===== src/rtl/spi_pkg.sv =====
// Shared widths, frame layout and state type for the SPI command slave.
package spi_pkg;

  localparam int unsigned CMD_W      = 8;
  localparam int unsigned TILE_W     = 3;
  localparam int unsigned OP_W       = 3;
  localparam int unsigned DATA_W     = 8;
  localparam int unsigned FRAME_BITS = 25;
  localparam int unsigned CNT_W      = $clog2(FRAME_BITS + 1);

  localparam int unsigned CMD_LSB    = 17;
  localparam int unsigned TILE_I_LSB = 14;
  localparam int unsigned TILE_J_LSB = 11;
  localparam int unsigned OP_LSB     = 8;
  localparam int unsigned DATA_LSB   = 0;

  typedef enum logic {
    IDLE,
    SHIFT
  } state_e;

  typedef struct packed {
    logic [CMD_W-1:0]  cmd;
    logic [TILE_W-1:0] tile_i;
    logic [TILE_W-1:0] tile_j;
    logic [OP_W-1:0]   op_code;
    logic [DATA_W-1:0] data_in;
  } fields_t;

  function automatic fields_t decode_frame(input logic [FRAME_BITS-1:0] frame);
    fields_t f;
    f.cmd     = frame[CMD_LSB    +: CMD_W];
    f.tile_i  = frame[TILE_I_LSB +: TILE_W];
    f.tile_j  = frame[TILE_J_LSB +: TILE_W];
    f.op_code = frame[OP_LSB     +: OP_W];
    f.data_in = frame[DATA_LSB   +: DATA_W];
    return f;
  endfunction

endpackage


===== src/rtl/spi_slave_sync_ff.sv =====
// Single-bit multi-stage synchronizer for asynchronous SPI pins.
module sync_ff #(
  parameter int unsigned SYNC_STAGES = 2
) (
  input  logic clk,
  input  logic d,
  output logic q
);

  logic [SYNC_STAGES-1:0] sync_q;
  logic [SYNC_STAGES-1:0] sync_d;

  always_comb begin
    sync_d = {sync_q[SYNC_STAGES-2:0], d};
  end

  // Deliberately not reset: flushing the chain on rst would fake a cs_n edge
  // while the host keeps cs_n low through a reset.
  always_ff @(posedge clk) begin
    sync_q <= sync_d;
  end

  assign q = sync_q[SYNC_STAGES-1];

endmodule


===== src/rtl/spi_slave.sv =====
// SPI mode-0 slave: receives a 25-bit command frame and returns a status byte on miso.
module spi_slave
  import spi_pkg::*;
#(
  parameter int unsigned SYNC_STAGES = 2,
  parameter int unsigned FRAME_BITS  = spi_pkg::FRAME_BITS
) (
  input  logic              clk,
  input  logic              rst,
  input  logic              sclk,
  input  logic              mosi,
  input  logic              cs_n,
  output logic              miso,
  output logic [CMD_W-1:0]  cmd,
  output logic [TILE_W-1:0] tile_i,
  output logic [TILE_W-1:0] tile_j,
  output logic [OP_W-1:0]   op_code,
  output logic [DATA_W-1:0] data_in,
  input  logic [DATA_W-1:0] data_out,
  output logic              valid
);

  logic sclk_s, mosi_s, cs_n_s;
  logic sclk_prev_q, cs_n_prev_q;
  logic sclk_rise, sclk_fall, cs_fall, cs_rise;

  sync_ff #(.SYNC_STAGES(SYNC_STAGES)) u_sync_sclk (.clk(clk), .d(sclk), .q(sclk_s));
  sync_ff #(.SYNC_STAGES(SYNC_STAGES)) u_sync_mosi (.clk(clk), .d(mosi), .q(mosi_s));
  sync_ff #(.SYNC_STAGES(SYNC_STAGES)) u_sync_cs_n (.clk(clk), .d(cs_n), .q(cs_n_s));

  // Edge history follows the synchronizers through reset so that a held-low
  // cs_n is never mistaken for a new frame start.
  always_ff @(posedge clk) begin
    sclk_prev_q <= sclk_s;
    cs_n_prev_q <= cs_n_s;
  end

  assign sclk_rise =  sclk_s & ~sclk_prev_q;
  assign sclk_fall = ~sclk_s &  sclk_prev_q;
  assign cs_fall   = ~cs_n_s &  cs_n_prev_q;
  assign cs_rise   =  cs_n_s & ~cs_n_prev_q;

  state_e                  state_q, state_d;
  logic [CNT_W-1:0]        cnt_q, cnt_d;
  logic [FRAME_BITS-1:0]   rx_q, rx_d, rx_next;
  logic [DATA_W-1:0]       tx_q, tx_d;
  logic                    miso_q, miso_d;
  logic                    valid_q, valid_d;
  fields_t                 fields_q, fields_d;

  always_comb begin
    state_d  = state_q;
    cnt_d    = cnt_q;
    rx_d     = rx_q;
    tx_d     = tx_q;
    miso_d   = miso_q;
    valid_d  = valid_q;
    fields_d = fields_q;
    rx_next  = {rx_q[FRAME_BITS-2:0], mosi_s};

    unique case (state_q)
      IDLE: begin
        if (cs_fall) begin
          state_d = SHIFT;
          cnt_d   = '0;
          rx_d    = '0;
          valid_d = 1'b0;
          tx_d    = data_out;
          miso_d  = data_out[DATA_W-1];
        end
      end
      SHIFT: begin
        if (cs_rise) begin
          state_d = IDLE;
          tx_d    = '0;
          miso_d  = 1'b0;
        end else begin
          if (sclk_rise && (cnt_q < CNT_W'(FRAME_BITS))) begin
            rx_d  = rx_next;
            cnt_d = cnt_q + CNT_W'(1);
            if (cnt_q == CNT_W'(FRAME_BITS - 1)) begin
              fields_d = decode_frame(rx_next);
              valid_d  = 1'b1;
            end
          end
          // Zero fill makes miso drop to 0 once the status byte is exhausted.
          if (sclk_fall) begin
            tx_d   = {tx_q[DATA_W-2:0], 1'b0};
            miso_d = tx_q[DATA_W-2];
          end
        end
      end
      default: state_d = IDLE;
    endcase
  end

  always_ff @(posedge clk) begin
    if (rst) begin
      state_q  <= IDLE;
      cnt_q    <= '0;
      rx_q     <= '0;
      tx_q     <= '0;
      miso_q   <= 1'b0;
      valid_q  <= 1'b0;
      fields_q <= '0;
    end else begin
      state_q  <= state_d;
      cnt_q    <= cnt_d;
      rx_q     <= rx_d;
      tx_q     <= tx_d;
      miso_q   <= miso_d;
      valid_q  <= valid_d;
      fields_q <= fields_d;
    end
  end

  assign miso    = miso_q;
  assign valid   = valid_q;
  assign cmd     = fields_q.cmd;
  assign tile_i  = fields_q.tile_i;
  assign tile_j  = fields_q.tile_j;
  assign op_code = fields_q.op_code;
  assign data_in = fields_q.data_in;

endmodule


===== config.mk =====
export PLATFORM = sky130hd
export DESIGN_NAME = spi_slave
export DESIGN_NICKNAME = d
export VERILOG_FILES = /design/src/rtl/spi_pkg.sv /design/src/rtl/spi_slave_sync_ff.sv /design/src/rtl/spi_slave.sv
export SDC_FILE = /design/constraint.sdc
export NUM_CORES = 1
export LEC_CHECK = 0
export ABC_CLOCK_PERIOD_IN_PS = 1680
export BUFFER_PORTS_ARGS = -buffer_cell sky130_fd_sc_hd__buf_2
export CAP_MARGIN = 20
export CORE_MARGIN = 10
export CORE_UTILIZATION = 56
export CTS_CLUSTER_DIAMETER = 100
export DETAILED_ROUTE_END_ITERATION = 7
export PLACE_DENSITY = 0.78
export SLEW_MARGIN = 20
export SYNTH_ARGS = -nofsm -noshare
export SYNTH_HDL_FRONTEND = slang
export SYNTH_SLANG_ARGS = --single-unit

===== constraint.sdc =====
create_clock -name clk -period 1.68 [get_ports clk]
set_input_delay 0.252 -clock clk [delete_from_list [all_inputs] [get_ports clk]]
set_output_delay 0.252 -clock clk [all_outputs]
set_load 0.03 [all_outputs]

==> out/results.tsv, run 1 <==
stage	metric	value	unit
outcome	status	completed	
placed_design	io_buffers	39	
drt	via_per_inst	5.16	
placed_design	gp_congestion	0.740	
logic_synthesis	synth_compound_area_frac	0.111	
logic_synthesis	synth_xor_area_frac	0	
timing	worstMarginPinSlew	0.594	ns
setup_path	worstPathArrival	1.83	ns
clocking	clock_path_buffers	2	
logic_synthesis	synth.distinct_cells	29	
clocking	cts_setup_buffers	0	
floorplanning	core	5110	µm²
drt	drc_errors	0	
timing	fin_tns_setup	0	ns
timing	rsz0062_at_grt	false	
floorplanning	num_rows	26	
placed_design	hpwl	3760	µm
timing	fmax	639	MHz
logic_synthesis	synth-seq-area-share	0.488	
layout	n_fill_cell	436	
global_routing	grt_overflow	0	
layout	nNetsFinal	384	
setup_path	cp_max_fo	25	
timing	setup_viol	0	
power_and_ir_drop	pwr-share-seq	0.564	
clocking	cts_buffers	9	
power_and_ir_drop	power_leakage	1.25	nW
layout	final_util	0.668	
logic_synthesis	synth_mux_area_frac	0.0847	
power_and_ir_drop	power.density	910	nW/µm²
timing	max-slew-margin-rel	0.603	
layout	final_cell_mix	72 x dfxtp_1, 52 x nand2b_1, 39 x buf_2	
floorplanning	start_util	0.578	
setup_path	reg2reg_slack	0.12	ns
logic_synthesis	synth_seq_cells	72	
logic_synthesis	ys_warn_count	0	
power_and_ir_drop	ir_worst_vdd	602	µV
clocking	path_clk_slew	0.07	ns
setup_path	slowest_stage	dfxtp_1	
floorplanning	dieArea	8580	µm²
power_and_ir_drop	p_sw_frac	0.226	
timing	fin_crit_sh	0.931	
logic_synthesis	avgSynthCellArea	8.87	µm²
hold_path	hp-class	in -> reg	
clocking	cts_tree	done	
drt	avgRoutedWirePerCell	12.8	µm
clocking	cts_sinks	72	
layout	seq_area	1440	µm²
drt	num_vias	2276	
layout	antennaDiodeCount	0	
floorplanning	fp.dieW	92.6	µm
global_routing	grt_start_max_net_pins	53	
power_and_ir_drop	p_int	2.40	mW
power_and_ir_drop	clkPwrFrac	0.378	
drt	drt-total-wl	5660	µm
floorplanning	die_y	92.6	µm
run	maxCapViolCount	0	
logic_synthesis	synthAdderAreaFrac	0.00847	
timing	layout_min_cycle_time	1.56	ns
setup_path	endpoint_kind	register	
global_routing	antenna_found_initial	0	
setup_path	critPathLaunchType	register	
clocking	clock_latency	0.34	ns
drt	firstDrtPassIters	4	
setup_path	cpMostUsedCell	and3_1	
global_routing	first_global_vias	2184	
clocking	cts_htree_levels	3	
logic_synthesis	synth-simple-area-share	0.242	
global_routing	grt_first_pass_wirelength	9700	µm
layout	drive_gt1_frac	0.181	
floorplanning	io_pins	40	
setup_path	worstPathRequired	1.94	ns
drt	ant_nets	0	
power_and_ir_drop	power_switching	0.700	mW
logic_synthesis	syn_inst	333	
drt	drt_iter0_drc	160	
timing	hold_viol_final	0	
setup_path	worst-path-buf-inv	1	
setup_path	crit_family	simple AND/OR/NAND/NOR gates	
timing	fin_skew	0.00804	ns
setup_path	crit_chain	nand2b_1 -> and3_1 -> and3_1 -> buf_12 -> mux2i_1	
layout	multi_input_area	1340	µm²
logic_synthesis	syn-num-nets	348	
layout	layout_commonest_cell	dfxtp_1	
timing	slew_viol_final	0	
layout	area_growth	15.5	%
clocking	root_buffer	clkbuf_8	
global_routing	grtUsageTotal	0.137	
setup_path	cp_slowest_stage_delay	0.38	ns
logic_synthesis	synthesis.area	2950	µm²
setup_path	critPathKind	reg -> reg	
logic_synthesis	synth_top_family_by_area	simple AND/OR/NAND/NOR gates	
power_and_ir_drop	power_frac_comb	0.058	
[worst register-to-register path: cells and delay by family (launching register included)]
| family | cells | cell delay, ns |
|---|---|---|
| simple gates | 3 | 0.67 |
| flops | 1 | 0.38 |
| mux | 1 | 0.23 |
| buf+inv | 1 | 0.21 |
[cell families (layout without fill, tap and decap cells)]
| group | Yosys count | after routing |
|---|---|---|
| mux | 25 | 25 |
| simple gates | 134 | 134 |
| compound gates | 56 | 56 |
| buf+inv | 44 | 82 |
| flops | 72 | 72 |
| fa+ha+maj | 2 | 2 |
[power groups by stage]
stage	sequential (mW)	clock (mW)	combinational [mW]
floorplan	1.79	0	0.124
finish	1.75	1.17	0.181
detailed placement	1.79	0	0.174
CTS	1.75	1.19	0.179
global route	1.75	1.27	0.199
global placement	1.79	0	0.171
[state kept, by name (all words and copies together), names as in the netlist, 3 cells and up]
| signal | cells |
|---|---|
| cmd | 8 |
| cnt_q | 5 |
| data_in | 8 |
| op_code | 3 |
| rx_q | 24 |
| tile_i | 3 |
| tile_j | 3 |
| tx_q | 7 |
[layout make-up]
type,instances,share of cell area
inverters,17,0.0187
multi-input cells,217,0.394
repair buffers,52,0.0921
flip-flops and latches,72,0.423
clock inverters,1,0.00147
clock buffers,12,0.0455
well taps,70,0.0257
[per-layer routing]
metal	track usage	vias up	wire, µm
li1	-	1179	-
met1	0.154	1047	2570
met2	0.221	41	2660
met3	0.0444	9	313
met4	0.0823	0	110
met5	0	-	0
[metrics by stage]
step                total power [mW]  setup WS (ns)  instances  instance area, µm²  hold WS, ns
finish                          3.10          0.116        441                3410       0.0144
global route                    3.22         0.0165        441                3410      0.00218
CTS                             3.12         0.0981        440                3400      0.00117
detailed placement              1.96        0.00122        426                3220        0.314
global placement                1.96          0.102        426                3220        0.311
floorplan                       1.91          0.169        333                2950        0.280
[path summary, 6_finish.rpt]
path | startpoint | endpoint | depth (start not counted)
worst max-delay path | cs_n_prev_q$_DFF_P_ | cmd[4]$_SDFFE_PP0P_ | 5
worst min-delay path | mosi | u_sync_mosi.sync_q[0]$_DFF_P_ | 1
worst max register to register | cs_n_prev_q$_DFF_P_ | cmd[4]$_SDFFE_PP0P_ | 5
worst min register to register | u_sync_sclk.sync_q[0]$_DFF_P_ | u_sync_sclk.sync_q[1]$_DFF_P_ | 0
[cells in the mapped netlist, drive strengths merged]
cell type	number	area share
ha	2	0.0085
a21oi	11	0.019
and3	3	0.0064
a311oi	7	0.021
o21ai	28	0.049
mux2i	25	0.085
o22ai	7	0.015
buf	13	0.026
nor2b	5	0.011
nor3b	1	0.0025
or4	1	0.0025
or3	1	0.0021
nor3	1	0.0034
o2111ai	1	0.0030
nand2b	52	0.11
a41oi	1	0.0030
inv	17	0.022
o211ai	1	0.0025
dfxtp	72	0.49
or3b	1	0.0030
nand2	37	0.047
nor2	3	0.0047
nand3	29	0.049
clkbuf	14	0.018
[repair_timing]
action / in CTS / in global routing
endpoints found under the setup margin: 5 / 2
hold buffers: 1 / 1
gates resized for setup: 1 / 1
endpoints found under the hold margin: 1 / 1
Note: power is estimated with default switching activity, not from simulation.
==> inputs of run 2 (changes only) <==
==> constraint.sdc (replaced) <==
create_clock -name clk -period 1.68 [get_ports clk]
set_input_delay 0.168 -clock clk [delete_from_list [all_inputs] [get_ports clk]]
set_output_delay 0.168 -clock clk [all_outputs]
set_load 0.03 [all_outputs]
==> run 2 against run 1 <==
Sequential share of layout area down 0.55 points. Flip-flop and latch count stayed put. Clock-buffer cell count is the same. Critical path type unchanged. Critical path depth rose by 1. Die area unchanged. Largest cell class unchanged. Register-to-register slack is essentially flat. Sequential power about the same. Largest power group unchanged. Fmax rose by 0.97%. First-iteration DRC count decreased by 36%. Final cell count rose by 0.23%. Worst setup slack better by 0.015 ns. Global-route usage up 0.71 points.
==> out/results.tsv, run 2 (same netlist as run 1, synthesis figures left out) <==
stage	metric	value	unit
drt	via_per_inst	5.15	
timing	worstMarginPinSlew	0.587	ns
setup_path	worstPathArrival	1.77	ns
global_routing	grt_start_max_net_pins	53	
drt	avgRoutedWirePerCell	12.8	µm
power_and_ir_drop	clkPwrFrac	0.420	
setup_path	slowest_stage	dfxtp_1	
setup_path	crit_chain	inv_1 -> ha_1 -> and3_1 -> and3_1 -> buf_12 -> mux2i_1	
global_routing	grt_first_pass_wirelength	10200	µm
power_and_ir_drop	power_frac_comb	0.054	
clocking	cts_tree	done	
floorplanning	io_pins	40	
drt	num_vias	2278	
drt	ant_nets	0	
floorplanning	start_util	0.578	
run	maxCapViolCount	0	
drt	firstDrtPassIters	4	
hold_path	hp-class	in -> reg	
power_and_ir_drop	ir_worst_vdd	608	µV
timing	slew_viol_final	0	
clocking	path_clk_slew	0.07	ns
layout	design_area	3450	µm²
timing	fin_tns_setup	0	ns
clocking	clock_latency	0.35	ns
power_and_ir_drop	power_switching	0.726	mW
power_and_ir_drop	power	3.33	mW
clocking	cts_sinks	72	
setup_path	critPathLaunchType	register	
placed_design	dp_worst_setup_slack	-0.0460	ns
setup_path	cpMostUsedCell	and3_1	
power_and_ir_drop	p_sw_frac	0.218	
layout	final_util	0.676	
drt	drt_iter0_drc	103	
global_routing	busiest_layer	met2	
placed_design	placed_cell_area	3210	µm²
global_routing	use_met1	0.167	
layout	antennaDiodeCount	0	
global_routing	met3_usage	0.0452	
timing	timing.final.ws_setup	0.131	ns
timing	fmax	645	MHz
setup_path	endpoint_kind	register	
global_routing	first_global_vias	2227	
timing	max-slew-margin-rel	0.608	
floorplanning	die_y	92.6	µm
power_and_ir_drop	p_int	2.61	mW
layout	top_register	rx_q	
timing	rsz0062_at_grt	false	
floorplanning	core	5110	µm²
layout	drive_gt1_frac	0.183	
clocking	clock_path_buffers	2	
power_and_ir_drop	power_leakage	1.27	nW
layout	nNetsFinal	383	
layout	largest_reg_flops	24	
placed_design	gp_congestion	0.787	
timing	fin_skew	0.00499	ns
layout	final_cell_mix	72 x dfxtp_1, 52 x nand2b_1, 39 x buf_2	
floorplanning	dieArea	8580	µm²
setup_path	critPathKind	reg -> reg	
drt	drc_errors	0	
global_routing	antenna_found_initial	0	
placed_design	hpwl	3750	µm
power_and_ir_drop	power.density	965	nW/µm²
setup_path	cp_max_fo	25	
clocking	cts_buffers	9	
layout	area_growth	17.0	%
timing	layout_min_cycle_time	1.55	ns
global_routing	grt_overflow	0	
setup_path	worstPathRequired	1.90	ns
timing	fin_crit_sh	0.922	
outcome	status	completed	
clocking	cts_htree_levels	3	
setup_path	cp_slowest_stage_delay	0.42	ns
global_routing	grtUsageTotal	0.144	
placed_design	io_buffers	39	
global_routing	use_met2	0.229	
timing	setup_viol	0	
floorplanning	num_rows	26	
drt	drt-total-wl	5670	µm
clocking	root_buffer	clkbuf_8	
layout	layout_commonest_cell	dfxtp_1	
power_and_ir_drop	pwr-share-seq	0.526	
timing	hold_viol_final	0	
floorplanning	fp.dieW	92.6	µm
[run 2: cell types whose count changed in the layout (fill, tap and decap cells not counted), sizes merged]
| cell | change |
|---|---|
| buf | -2 |
| bufinv | +1 |
| clkinv | +1 |
| dlygate4sd3 | +1 |
[run 2: worst max-delay path: cells and delay by family, from the launching register on]
| family | cells | cell delay, ns |
|---|---|---|
| fa+ha+maj | 1 | 0.20 |
| mux | 1 | 0.14 |
| buf+inv | 2 | 0.26 |
| flops | 1 | 0.42 |
| simple gates | 2 | 0.40 |
[run 2: power by group through the flow]
stage / clock network (mW) / registers (mW) / logic, mW
6_report: 1.40 / 1.75 / 0.180
4_1_cts: 1.43 / 1.75 / 0.180
5_1_grt: 1.50 / 1.75 / 0.199
2_1_floorplan: 0 / 1.79 / 0.124
3_3_place_gp: 0 / 1.79 / 0.166
3_5_place_dp: 0 / 1.79 / 0.168
[run 2: repair_timing]
action,4_1_cts,5_1_grt
pin swaps,0,0
cloned,0,0
hold buffers,3,0
endpoints found under the hold margin,3,0
resized for setup,2,1
endpoints found under the setup margin,27,2
setup buffers,0,0
[run 2: layout make-up]
class | count | area, µm²
multi-input combinational | 217 | 1350
clock buffer | 12 | 165
tap | 70 | 87.6
sequential | 72 | 1440
clock inverter | 3 | 40.0
inverter | 17 | 63.8
fill | 435 | 1650
timing repair buffer | 51 | 309
[run 2: worst paths after layout]
path	depth (start not counted)	slack (ns)	from	end
worst max-delay path	6	0.13	cnt_q[0]$_SDFFE_PP0P_	data_in[2]$_SDFFE_PP0P_
worst min-delay path	3	0.07	data_out[0]	tx_q[0]$_SDFFE_PP0P_
worst max register to register	6	0.13	cnt_q[0]$_SDFFE_PP0P_	data_in[2]$_SDFFE_PP0P_
worst min register to register	0	0.33	u_sync_cs_n.sync_q[0]$_DFF_P_	u_sync_cs_n.sync_q[1]$_DFF_P_
[run 2: routing by layer]
layer  wire length [µm]  part of all wire  vias to the layer above
met1               2560              0.45                     1038
met2               2670              0.47                       44
met5                  0                 0                        -
met4                111             0.020                        0
li1                   -                 -                     1186
met3                336             0.059                       10
[run 2: metrics by stage]
stage | hold slack, ns | instances
floorplan | 0.196 | 333
global placement | 0.271 | 424
detailed placement | 0.272 | 424
CTS | 0.0612 | 442
global route | 0.0891 | 442
finish | 0.0711 | 442
==> inputs of run 3 (changes only) <==
- ABC_CLOCK_PERIOD_IN_PS: 1680 -> 1900
- CORE_UTILIZATION: 56 -> 58
- PLACE_DENSITY: 0.78 -> 0.8
- clock period: 1.68 -> 1.9 ns (I/O delays scaled with it)
==> run 3 against run 2 <==
Sequential share of layout area up 0.43 points. Flip-flop and latch count unchanged. Clock power decreased by 24%. Register-to-register slack gained 0.17 ns. Worst setup slack improved by 0.17 ns. Sequential power shrank 11%. Clock-buffer cell count increased by 2. Critical path depth decreased by 1. Final cell count decreased by 0.68%. Critical path type unchanged. Critical endpoint is now data_in[0]$_SDFFE_PP0P_.
==> out/results.tsv, run 3 (same netlist as run 1, synthesis figures left out) <==
stage	metric	value	unit
clocking	cts_sinks	72	
timing	fmax	624	MHz
timing	worstMarginPinSlew	0.516	ns
clocking	cts_buffers	9	
run	maxCapViolCount	0	
setup_path	endpoint_kind	register	
setup_path	crit_family	simple AND/OR/NAND/NOR gates	
timing	fin_tns_setup	0	ns
layout	area_growth	15.8	%
placed_design	place_inst	421	
drt	avgRoutedWirePerCell	12.7	µm
setup_path	worstPathRequired	2.16	ns
drt	drt-total-wl	5590	µm
setup_path	slowest_stage	dfxtp_1	
clocking	cts_htree_levels	3	
floorplanning	fp.dieW	91.4	µm
floorplanning	die_y	91.4	µm
floorplanning	start_util	0.613	
timing	fin_skew	0.00557	ns
hold_path	hp-class	in -> reg	
global_routing	grt_start_max_net_pins	53	
setup_path	reg2reg_slack	0.30	ns
power_and_ir_drop	power.density	810	nW/µm²
layout	layout_commonest_cell	dfxtp_1	
setup_path	cpMostUsedCell	and3_1	
setup_path	cp_slowest_stage_delay	0.34	ns
timing	max-slew-margin-rel	0.656	
drt	via_per_inst	5.23	
layout	instances_no_fill	439	
drt	drt_iter0_drc	156	
timing	layout_min_cycle_time	1.60	ns
floorplanning	core	4820	µm²
placed_design	hpwl	3690	µm
power_and_ir_drop	power_leakage	1.25	nW
layout	drive_gt1_frac	0.177	
layout	antennaDiodeCount	0	
global_routing	first_global_vias	2123	
layout	nNetsFinal	384	
clocking	path_clk_slew	0.07	ns
setup_path	critPathKind	reg -> reg	
drt	drc_errors	0	
drt	num_vias	2295	
placed_design	io_buffers	39	
drt	firstDrtPassIters	4	
timing	fin_crit_sh	0.843	
setup_path	worstPathArrival	1.86	ns
global_routing	grtUsageTotal	0.137	
setup_path	cp_max_fo	25	
clocking	cts_setup_buffers	0	
setup_path	critPathLaunchType	register	
timing	setup_viol	0	
layout	final_cell_mix	72 x dfxtp_1, 52 x nand2b_1, 39 x buf_2	
floorplanning	io_pins	40	
clocking	clock_path_buffers	2	
clocking	cts_tree	done	
timing	slew_viol_final	0	
placed_design	gp_congestion	0.766	
clocking	clock_latency	0.33	ns
timing	rsz0062_at_grt	false	
floorplanning	num_rows	25	
layout	largest_reg_flops	24	
global_routing	grt_first_pass_wirelength	9600	µm
setup_path	crit_chain	nor2b_1 -> and3_1 -> and3_1 -> buf_12 -> mux2i_1	
layout	top_register	rx_q	
power_and_ir_drop	ir_worst_vdd	576	µV
setup_path	worst-path-buf-inv	1	
outcome	status	completed	
global_routing	grt_overflow	0	
timing	hold_viol_final	0	
drt	ant_nets	0	
global_routing	antenna_found_initial	0	
clocking	root_buffer	clkbuf_8	
floorplanning	dieArea	8340	µm²
-- run 3: cell count changes in the layout (fill, tap and decap cells not counted), sizes merged --
cell    before  now
clkbuf      12   14
buf         48   49
bufinv       1    0
clkinv       2    0
-- run 3: report_power, final --
group / switching (mW) / internal, mW
sequential: 0.0151 / 1.53
clock: 0.494 / 0.568
combinational: 0.0885 / 0.0707
-- run 3: final cells by class --
class / count / area, µm²
Clock buffer: 14 / 173
Fill cell: 417 / 1400
Inverter: 17 / 63.8
Multi-Input combinational cell: 217 / 1340
Sequential cell: 72 / 1440
Tap cell: 67 / 83.8
Timing Repair Buffer: 52 / 320
-- run 3: final timing paths --
path	startpoint	endpoint	depth (start not counted)
max	u_sync_sclk.sync_q[1]$_DFF_P_	data_in[0]$_SDFFE_PP0P_	5
min	data_out[0]	tx_q[0]$_SDFFE_PP0P_	3
max reg2reg	u_sync_sclk.sync_q[1]$_DFF_P_	data_in[0]$_SDFFE_PP0P_	5
min reg2reg	u_sync_mosi.sync_q[0]$_DFF_P_	u_sync_mosi.sync_q[1]$_DFF_P_	0
-- run 3: metrics by stage --
step / total power, mW / area (µm²) / hold slack [ns] / util / worst slack, ns
CTS: 2.79 / 3400 / 0.0865 / 0.707 / 0.175
finish: 2.77 / 3420 / 0.0985 / 0.710 / 0.298
floorplan: 1.69 / 2950 / 0.218 / - / 0.389
detailed placement: 1.73 / 3200 / 0.294 / 0.665 / 0.197
global placement: 1.73 / 3200 / 0.294 / 0.665 / 0.268
global route: 2.89 / 3420 / 0.103 / 0.710 / 0.179
-- run 3: worst register-to-register path: stages, from the launching register on --
cell,delay (ns)
dfxtp_1,0.34
nor2b_1,0.29
and3_1,0.24
and3_1,0.21
buf_12,0.22
mux2i_1,0.23
-- run 3: metal layers --
| layer | GRT usage | vias to the layer above | share of wire |
|---|---|---|---|
| met5 | 0 | - | 0 |
| met4 | 0.0705 | 0 | 0.017 |
| met3 | 0.0453 | 9 | 0.058 |
| met2 | 0.228 | 53 | 0.48 |
| met1 | 0.153 | 1049 | 0.44 |
| li1 | - | 1184 | - |
-- run 3: what timing repair did --
action | in CTS | in global routing
gates resized for setup | 0 | 0
hold endpoints to repair | 3 | 0
hold buffers | 3 | 0
